## src/rtl/active_list.sv

```systemverilog
// active_list: in-order completion tracker (reorder buffer).
// Ports: alloc_* from rename, wb_* completions, br_* resolutions,
//   grad_* registered retirement output, count = live entries.
`ifndef AL_SIZE
`define AL_SIZE 32
`endif

module active_list #(
    parameter int AL_SIZE = `AL_SIZE,
    parameter int IDX_W   = $clog2(AL_SIZE)
) (
    input  logic             clk,
    input  logic             rst_n,
    input  logic             alloc_valid,
    input  logic             alloc_uses_rd,
    input  logic [5:0]       alloc_rd,
    output logic             alloc_ready,
    output logic [IDX_W-1:0] alloc_idx,
    input  logic             wb_valid,
    input  logic [IDX_W-1:0] wb_al_idx,
    input  logic             br_if_branch,
    input  logic             br_if_prediction_correct,
    input  logic [IDX_W-1:0] br_al_addr,
    output logic             grad_valid,
    output logic [IDX_W-1:0] grad_al_idx,
    output logic             grad_uses_rd,
    output logic [5:0]       grad_rd,
    output logic [IDX_W:0]   count
);

    logic [AL_SIZE-1:0] valid_q;
    logic [AL_SIZE-1:0] done_q;
    logic [AL_SIZE-1:0] uses_q;
    logic [5:0]         rd_q [AL_SIZE];

    logic [IDX_W:0]     head;
    logic [IDX_W:0]     tail;
    logic [IDX_W-1:0]   head_idx;
    logic [IDX_W-1:0]   tail_idx;
    logic [IDX_W-1:0]   br_off;
    logic [AL_SIZE-1:0] younger;

    logic full;
    logic mp;
    logic alloc_fire;
    logic wb_set;
    logic grad_fire;

    assign head_idx = head[IDX_W-1:0];
    assign tail_idx = tail[IDX_W-1:0];
    assign count    = tail - head;
    assign full     = (count == (IDX_W+1)'(AL_SIZE));

    assign mp = br_if_branch & ~br_if_prediction_correct
              & valid_q[br_al_addr];

    assign alloc_ready = ~full & ~mp;
    assign alloc_idx   = tail_idx;
    assign alloc_fire  = alloc_valid & alloc_ready;

    // Age is measured as distance from head; anything farther than
    // the branch is younger and gets squashed.
    assign br_off = br_al_addr - head_idx;

    for (genvar g = 0; g < AL_SIZE; g++) begin : g_age
        logic [IDX_W-1:0] off;
        assign off        = IDX_W'(g) - head_idx;
        assign younger[g] = (off > br_off);
    end

    // Squash beats a same-cycle writeback to a younger entry.
    assign wb_set = wb_valid & valid_q[wb_al_idx]
                  & ~(mp & younger[wb_al_idx]);

    assign grad_fire = valid_q[head_idx] & done_q[head_idx];

    always_ff @(posedge clk or negedge rst_n) begin
        if (!rst_n) begin
            valid_q      <= '0;
            done_q       <= '0;
            uses_q       <= '0;
            head         <= '0;
            tail         <= '0;
            grad_valid   <= 1'b0;
            grad_al_idx  <= '0;
            grad_uses_rd <= 1'b0;
            grad_rd      <= '0;
            for (int i = 0; i < AL_SIZE; i++) begin
                rd_q[i] <= '0;
            end
        end else begin
            if (wb_set) begin
                done_q[wb_al_idx] <= 1'b1;
            end

            grad_valid <= grad_fire;
            if (grad_fire) begin
                valid_q[head_idx] <= 1'b0;
                done_q[head_idx]  <= 1'b0;
                head              <= head + 1'b1;
                grad_al_idx       <= head_idx;
                grad_uses_rd      <= uses_q[head_idx];
                grad_rd           <= rd_q[head_idx];
            end

            if (alloc_fire) begin
                valid_q[tail_idx] <= 1'b1;
                done_q[tail_idx]  <= 1'b0;
                uses_q[tail_idx]  <= alloc_uses_rd;
                rd_q[tail_idx]    <= alloc_rd;
                tail              <= tail + 1'b1;
            end

            // Head is never younger than the branch, so graduation
            // and squash never touch the same entry.
            if (mp) begin
                tail <= head + {1'b0, br_off} + (IDX_W+1)'(1);
                for (int i = 0; i < AL_SIZE; i++) begin
                    if (younger[i]) begin
                        valid_q[i] <= 1'b0;
                        done_q[i]  <= 1'b0;
                    end
                end
            end
        end
    end

endmodule

```

## config.mk

```make
export PLATFORM = sky130hd
export DESIGN_NAME = active_list
export DESIGN_NICKNAME = d
export VERILOG_FILES = /design/src/rtl/active_list.sv
export SDC_FILE = /design/constraint.sdc
export NUM_CORES = 1
export LEC_CHECK = 0
export BUFFER_PORTS_ARGS = -buffer_cell sky130_fd_sc_hd__buf_4
export CAP_MARGIN = 20
export CORE_MARGIN = 4
export CORE_UTILIZATION = 50
export CTS_CLUSTER_DIAMETER = 150
export CTS_CLUSTER_SIZE = 10
export DETAILED_ROUTE_END_ITERATION = 6
export PLACE_DENSITY_LB_ADDON = 0.2
export SLEW_MARGIN = 20
export SYNTH_ARGS = -nofsm -noshare
export SYNTH_HDL_FRONTEND = slang
export SYNTH_SLANG_ARGS = --single-unit
```

## constraint.sdc

```tcl
create_clock -name clk -period 5.4 [get_ports clk]
set_clock_uncertainty 0.05 [all_clocks]
set_input_delay 1.08 -clock clk [delete_from_list [all_inputs] [get_ports clk]]
set_output_delay 1.08 -clock clk [all_outputs]
set_load 0.05 [all_outputs]
```

---- Word level (Yosys, flattened, before mapping) ----
Cells that the tools add are included.
storage, ports and cells
  bits of input ports ..................... 23
  output and inout bits ................... 25
  logic and storage cells ................. 246
  register bits ........................... 313
operators by class
  reduce and logical (&&, ||, !) cells .... 5
  order comparisons ....................... 42
  bitwise logic cells ..................... 21
  add/subtract/negate cells ............... 38
  eq/ne operators ......................... 1
  mux-type cells .......................... 98
operator list
  operator             number
  $mux 32              7
  $bwmux 192           1
  $gt 5x5->1           32
  $and 32x32->32       3
  $sub 5x5->5 const A  16
  $mux 1               73
  $not 32->32          2
  $or 32x32->32        2
  $sub 4x5->5 const A  8
  $bwmux 32            1
  $bmux 1 s5           6
  $bmux 6 s5           1
  $demux 6 s5          1
  $mux 6               5
  $lt 5x6->1 const B   4
  $sub 3x5->5 const A  4
  $add 6x1->6 const B  3
  $demux 1 s5          3
  $ge 5x1->1 const B   3
  $ge 6x6->1 const B   2
  $not 5->6            2
  $sub 1x5->5 const A  2
  $sub 2x5->5 const A  2
  $and 1x1->1          8
  8 further kinds      14

---- Depth between registers and ports, before layout ----
  word-level depth ........................ 14
  gate-level depth with buffers ........... 20
  mapped depth without buffers ............ 19

---- Worst setup path after synthesis ----
No wires, ideal clock.
  path type ............................... input port to flip-flop
  start point ............................. in br_al_addr[0]
  end point ............................... reg done_q[26]
  cell stages on the path ................. 20
  data arrival time ....................... 5.300 ns
  path buffers ............................ 1
  required time ........................... 5.224 ns
  slack ................................... -0.076 ns
  library setup time ...................... 0.126 ns
  cell sequence ........................... buf_6 inv_1 ha_1 inv_1 fa_1 a21o_1 a21oi_2 xnor2_4 xnor2_1 clkinv_1 ha_1 nor2_1 nand2_1 o31ai_1 a32o_1 a2111oi_0 nand4_1 or4_1 nor4b_2 o21ai_1
on the way
  longest elaborated chain between the ends .. 14
  elaborated cells on any way between the ends .. 51
  classes of those cells .................. add/sub: 1; order compare: 32; mux: 9; bitwise: 9
ends and longest elaborated chain
  item                             RTL line  RTL
  start: declaration               23        input logic [IDX_W-1:0] br_al_addr,
  $sub 5x5->5                      63        assign br_off = br_al_addr - head_idx;
  $gt 5x5->1                       68        assign younger[g] = (off > br_off);
  $bmux 1 s5                       73        & ~(mp & younger[wb_al_idx]);
  $mux 1 (implied by the code)     73
  $and 1x1->1                      73
  $not 1->1                        73
  $and 1x1->1                      73
  $mux 32                          92        if (wb_set) begin
  $and 32x32->32 (no source line)  --
  $mux 32                          97        if (grad_fire) begin
  $and 32x32->32 (no source line)  --
  $mux 32                          106       if (alloc_fire) begin
  $mux 1                           119       if (younger[i]) begin
  $mux 32 (*)                      116       if (mp) begin
  end signal: indexed assignment   99        done_q[head_idx] <= 1'b0;
  end signal: indexed assignment   108       done_q[tail_idx] <= 1'b0;
  end signal: indexed assignment   121       done_q[i] <= 1'b0;
  end: declaration                 32        logic [AL_SIZE-1:0] done_q;
Mark *: on every way between the ends. The rest lies on a longest branch, timed or not. The select of a mux whose other input is x is not followed.
A chain may end at the register's enable or synchronous reset.

---- Final worst setup path ----
Ends and elaborated chain as after synthesis.

==> results_dict.tcl <==
set metrics [dict create \
    relSlewSlack 0.262 \
    setup_viol 0 \
    final.setup.worst_slack_ps 518 \
    synthesis.area_mm2 0.0187 \
    clock-root-buffer "clkbuf_16" \
    ctsHoldBuffers 0 \
    yosys_warnings 0 \
    power_density_mw_per_mm2 761 \
    cp_max_fo 6 \
    power_mw 15.7 \
    slew_viol_final 0 \
    io_pins 48 \
    grt-ovfl-total 0 \
    ys.flop_type "dfrtp_1" \
    fillers 3128 \
    cts.sinks 313 \
    internal_power_mw 8.66 \
    hold_path.class "reg -> reg" \
    vias 13600 \
    p_leak_nw 9.07 \
    regArea_mm2 0.00784 \
    fin_hold_ws_ps 438 \
    synth_fp_nets 1691 \
    combPwrFrac 0.607 \
    areaGrowthSynthToFinish_pct 10.3 \
    swShare 0.448 \
    cts-htree-levels 2 \
    numPortBuffers 47 \
    first_pass_iters 6 \
    max-vdd-ir-drop_mv 0.541 \
    cp.arrival_ps 5260 \
    hold_violations 0 \
    netlist_instances 1589 \
    synth.top_cell.area_share 0.419 \
    nets 1730 \
    drive_gt1_frac 0.296 \
    grt_max_degree 106 \
    tns_ps 0 \
    cts_tree "done" \
    core_area_mm2 0.0368 \
    die_w_um 201 \
    synth_area_leaders "dfrtp_1, mux2_2, mux4_2, ha_1, mux2_1" \
    min_period_ps 4880 \
    synth_seq_cells 313 \
    mostFrequentLayoutCells "dfrtp_1, mux2_2, nand2_1, buf_4, mux4_2" \
    syn_area_per_cell_um2 11.8 \
    synth_cell_types 91 \
    ys_seq_area_frac 0.419 \
    grt_pass1_vias 13800 \
    placed_cells 2057 \
    drc_errors 0 \
    endpoint_kind "flop" \
    stdcell_area_mm2 0.0206 \
    wirelength_mm 54.6 \
    instances_no_fill 2100 \
    min_period_over_period 0.904 \
    synth_edf_count 0 \
    path_clk_slew_ps 70 \
    clockBufferDepth 3 \
    multi_input_area_mm2 0.0102 \
    track_usage 0.269 \
    dieArea_mm2 0.0406 \
    postCtsSetupBuffers 0 \
    rows 70 \
    drt_iter0_markers 1218 \
    grt_pass1_wl_mm 84.4 \
    die_y_um 201 \
    viasPerCell 6.45 \
    critPathLaunchType "input pin" \
    status "completed" \
    numCtsBuffers 37 \
    grt_setup_unrepaired "no" \
    clkPwrFrac 0.140 \
    worstPathRequired_ps 5770 \
    layout_commonest_cell "dfrtp_1" \
    fmax_mhz 205 \
    gp_congestion 1.04 \
    antenna_found_initial 1 \
    ant_nets 0 \
    utilization 0.561 \
    cts_resized 0 \
    p_sw_mw 7.02 \
    seq_power_share 0.253 \
    start_util 0.508 \
    wl_per_cell_um 26.0 \
    pre_cts_slack_ps 20.4 \
    criticalPathCategory "in -> reg" \
    async_reset_ff_frac 1.00 \
    dpl-instance-area_mm2 0.0196 \
    yosysTopAreaCell "dfrtp_1" \
    insertion_delay_ps 540 \
    cap_viol_max_count 0 \
    tightest_slew_ps 1110 \
    dpl.hpwl_mm 38.0 \
]
layout make-up:
cell class | count | area share
Multi-Input combinational cell | 1108 | 0.493
Sequential cell | 313 | 0.380
Clock buffer | 39 | 0.0463
Timing Repair Buffer | 96 | 0.0365
Tap cell | 468 | 0.0284
Inverter | 72 | 0.0132
Clock inverter | 3 | 0.00218
Antenna cell | 1 | 0.000121
critical path: stages:
cell,delay (ps)
buf_4,110
inv_1,80
ha_1,170
inv_1,60
fa_1,390
a21o_1,210
a21oi_2,270
xnor2_4,100
xnor2_1,300
clkinv_2,210
ha_1,370
nor2_1,60
nand2_1,60
o31ai_1,80
a32o_1,250
a2111oi_0,420
nand4_1,160
or4_1,560
nor4b_2,220
o21ai_1,90
final timing paths:
kind                                              from                     end  slack (ps)  cells past startpoint
min in group asynchronous                        rst_n    rd_q[58]$_DFFE_PN0P_         520                      1
worst min register to register  uses_q[12]$_DFFE_PN0P_  uses_q[12]$_DFFE_PN0P_         440                      1
max in group asynchronous                        rst_n   rd_q[128]$_DFFE_PN0P_        3570                      2
worst max register to register     head[0]$_DFFE_PN0P_    done_q[26]$_DFF_PN0_         840                     18
worst min-delay path            uses_q[12]$_DFFE_PN0P_  uses_q[12]$_DFFE_PN0P_         440                      1
worst max-delay path                     br_al_addr[0]    done_q[26]$_DFF_PN0_         520                     20
cell families after synthesis:
group                      count (synthesis)  synth area share
muxes                                    326             0.252
xor gates and xnor gates                  45            0.0247
buffers and inverters                    168            0.0386
DFF                                      313             0.419
adders and majority gates                 86            0.0578
AOI/OAI and AO/OA                        285             0.103
and+or+nand+nor                          366             0.105
per-layer routing:
metal  vias up  GRT usage  routed length [um]
li1       5935          -                   -
met4         0      0.103                2430
met2       522      0.439               25800
met3       150     0.0485                3670
met5         -          0                   0
met1      6944      0.361               22700
flip-flops by register name, indices dropped and copies added, names as in the netlist:
register,flops
done_q,32
grad_al_idx,5
grad_rd,6
grad_uses_rd,1
grad_valid,1
head,6
rd_q,192
tail,6
uses_q,32
valid_q,32
cells in the mapped netlist (5+ instances only):
master	count
nand4_1	8
a211oi_1	6
mux2_1	41
dfrtp_1	313
a21o_1	16
xnor2_1	31
o221a_2	5
nand3_2	11
mux2_2	188
buf_4	7
nor3b_1	5
nand3_4	10
a31oi_1	20
ha_1	76
o211ai_1	12
and2_1	6
mux2i_1	5
nor2_1	65
nand2b_1	6
nand2_1	117
o21a_1	23
o21bai_1	5
xor2_1	8
and3_1	9
o21ai_0	60
nand2_2	5
o31ai_1	5
o21ai_1	6
a21oi_1	47
nor3_1	40
buf_2	15
nor2b_1	34
maj3_1	7
mux4_2	91
nand3_1	27
clkbuf_1	58
buf_1	11
o22ai_1	23
inv_1	66
power by group through the flow:
stage          sequential (mW)  clock (mW)  combinational, mW
6_report                  3.97        2.19               9.51
5_1_grt                   4.08        2.33               10.3
4_1_cts                   3.96        2.24               9.41
3_5_place_dp              3.99           0               9.34
3_3_place_gp              3.93           0               9.21
2_1_floorplan             3.91           0               6.65
(Power assumes the default switching activity.)
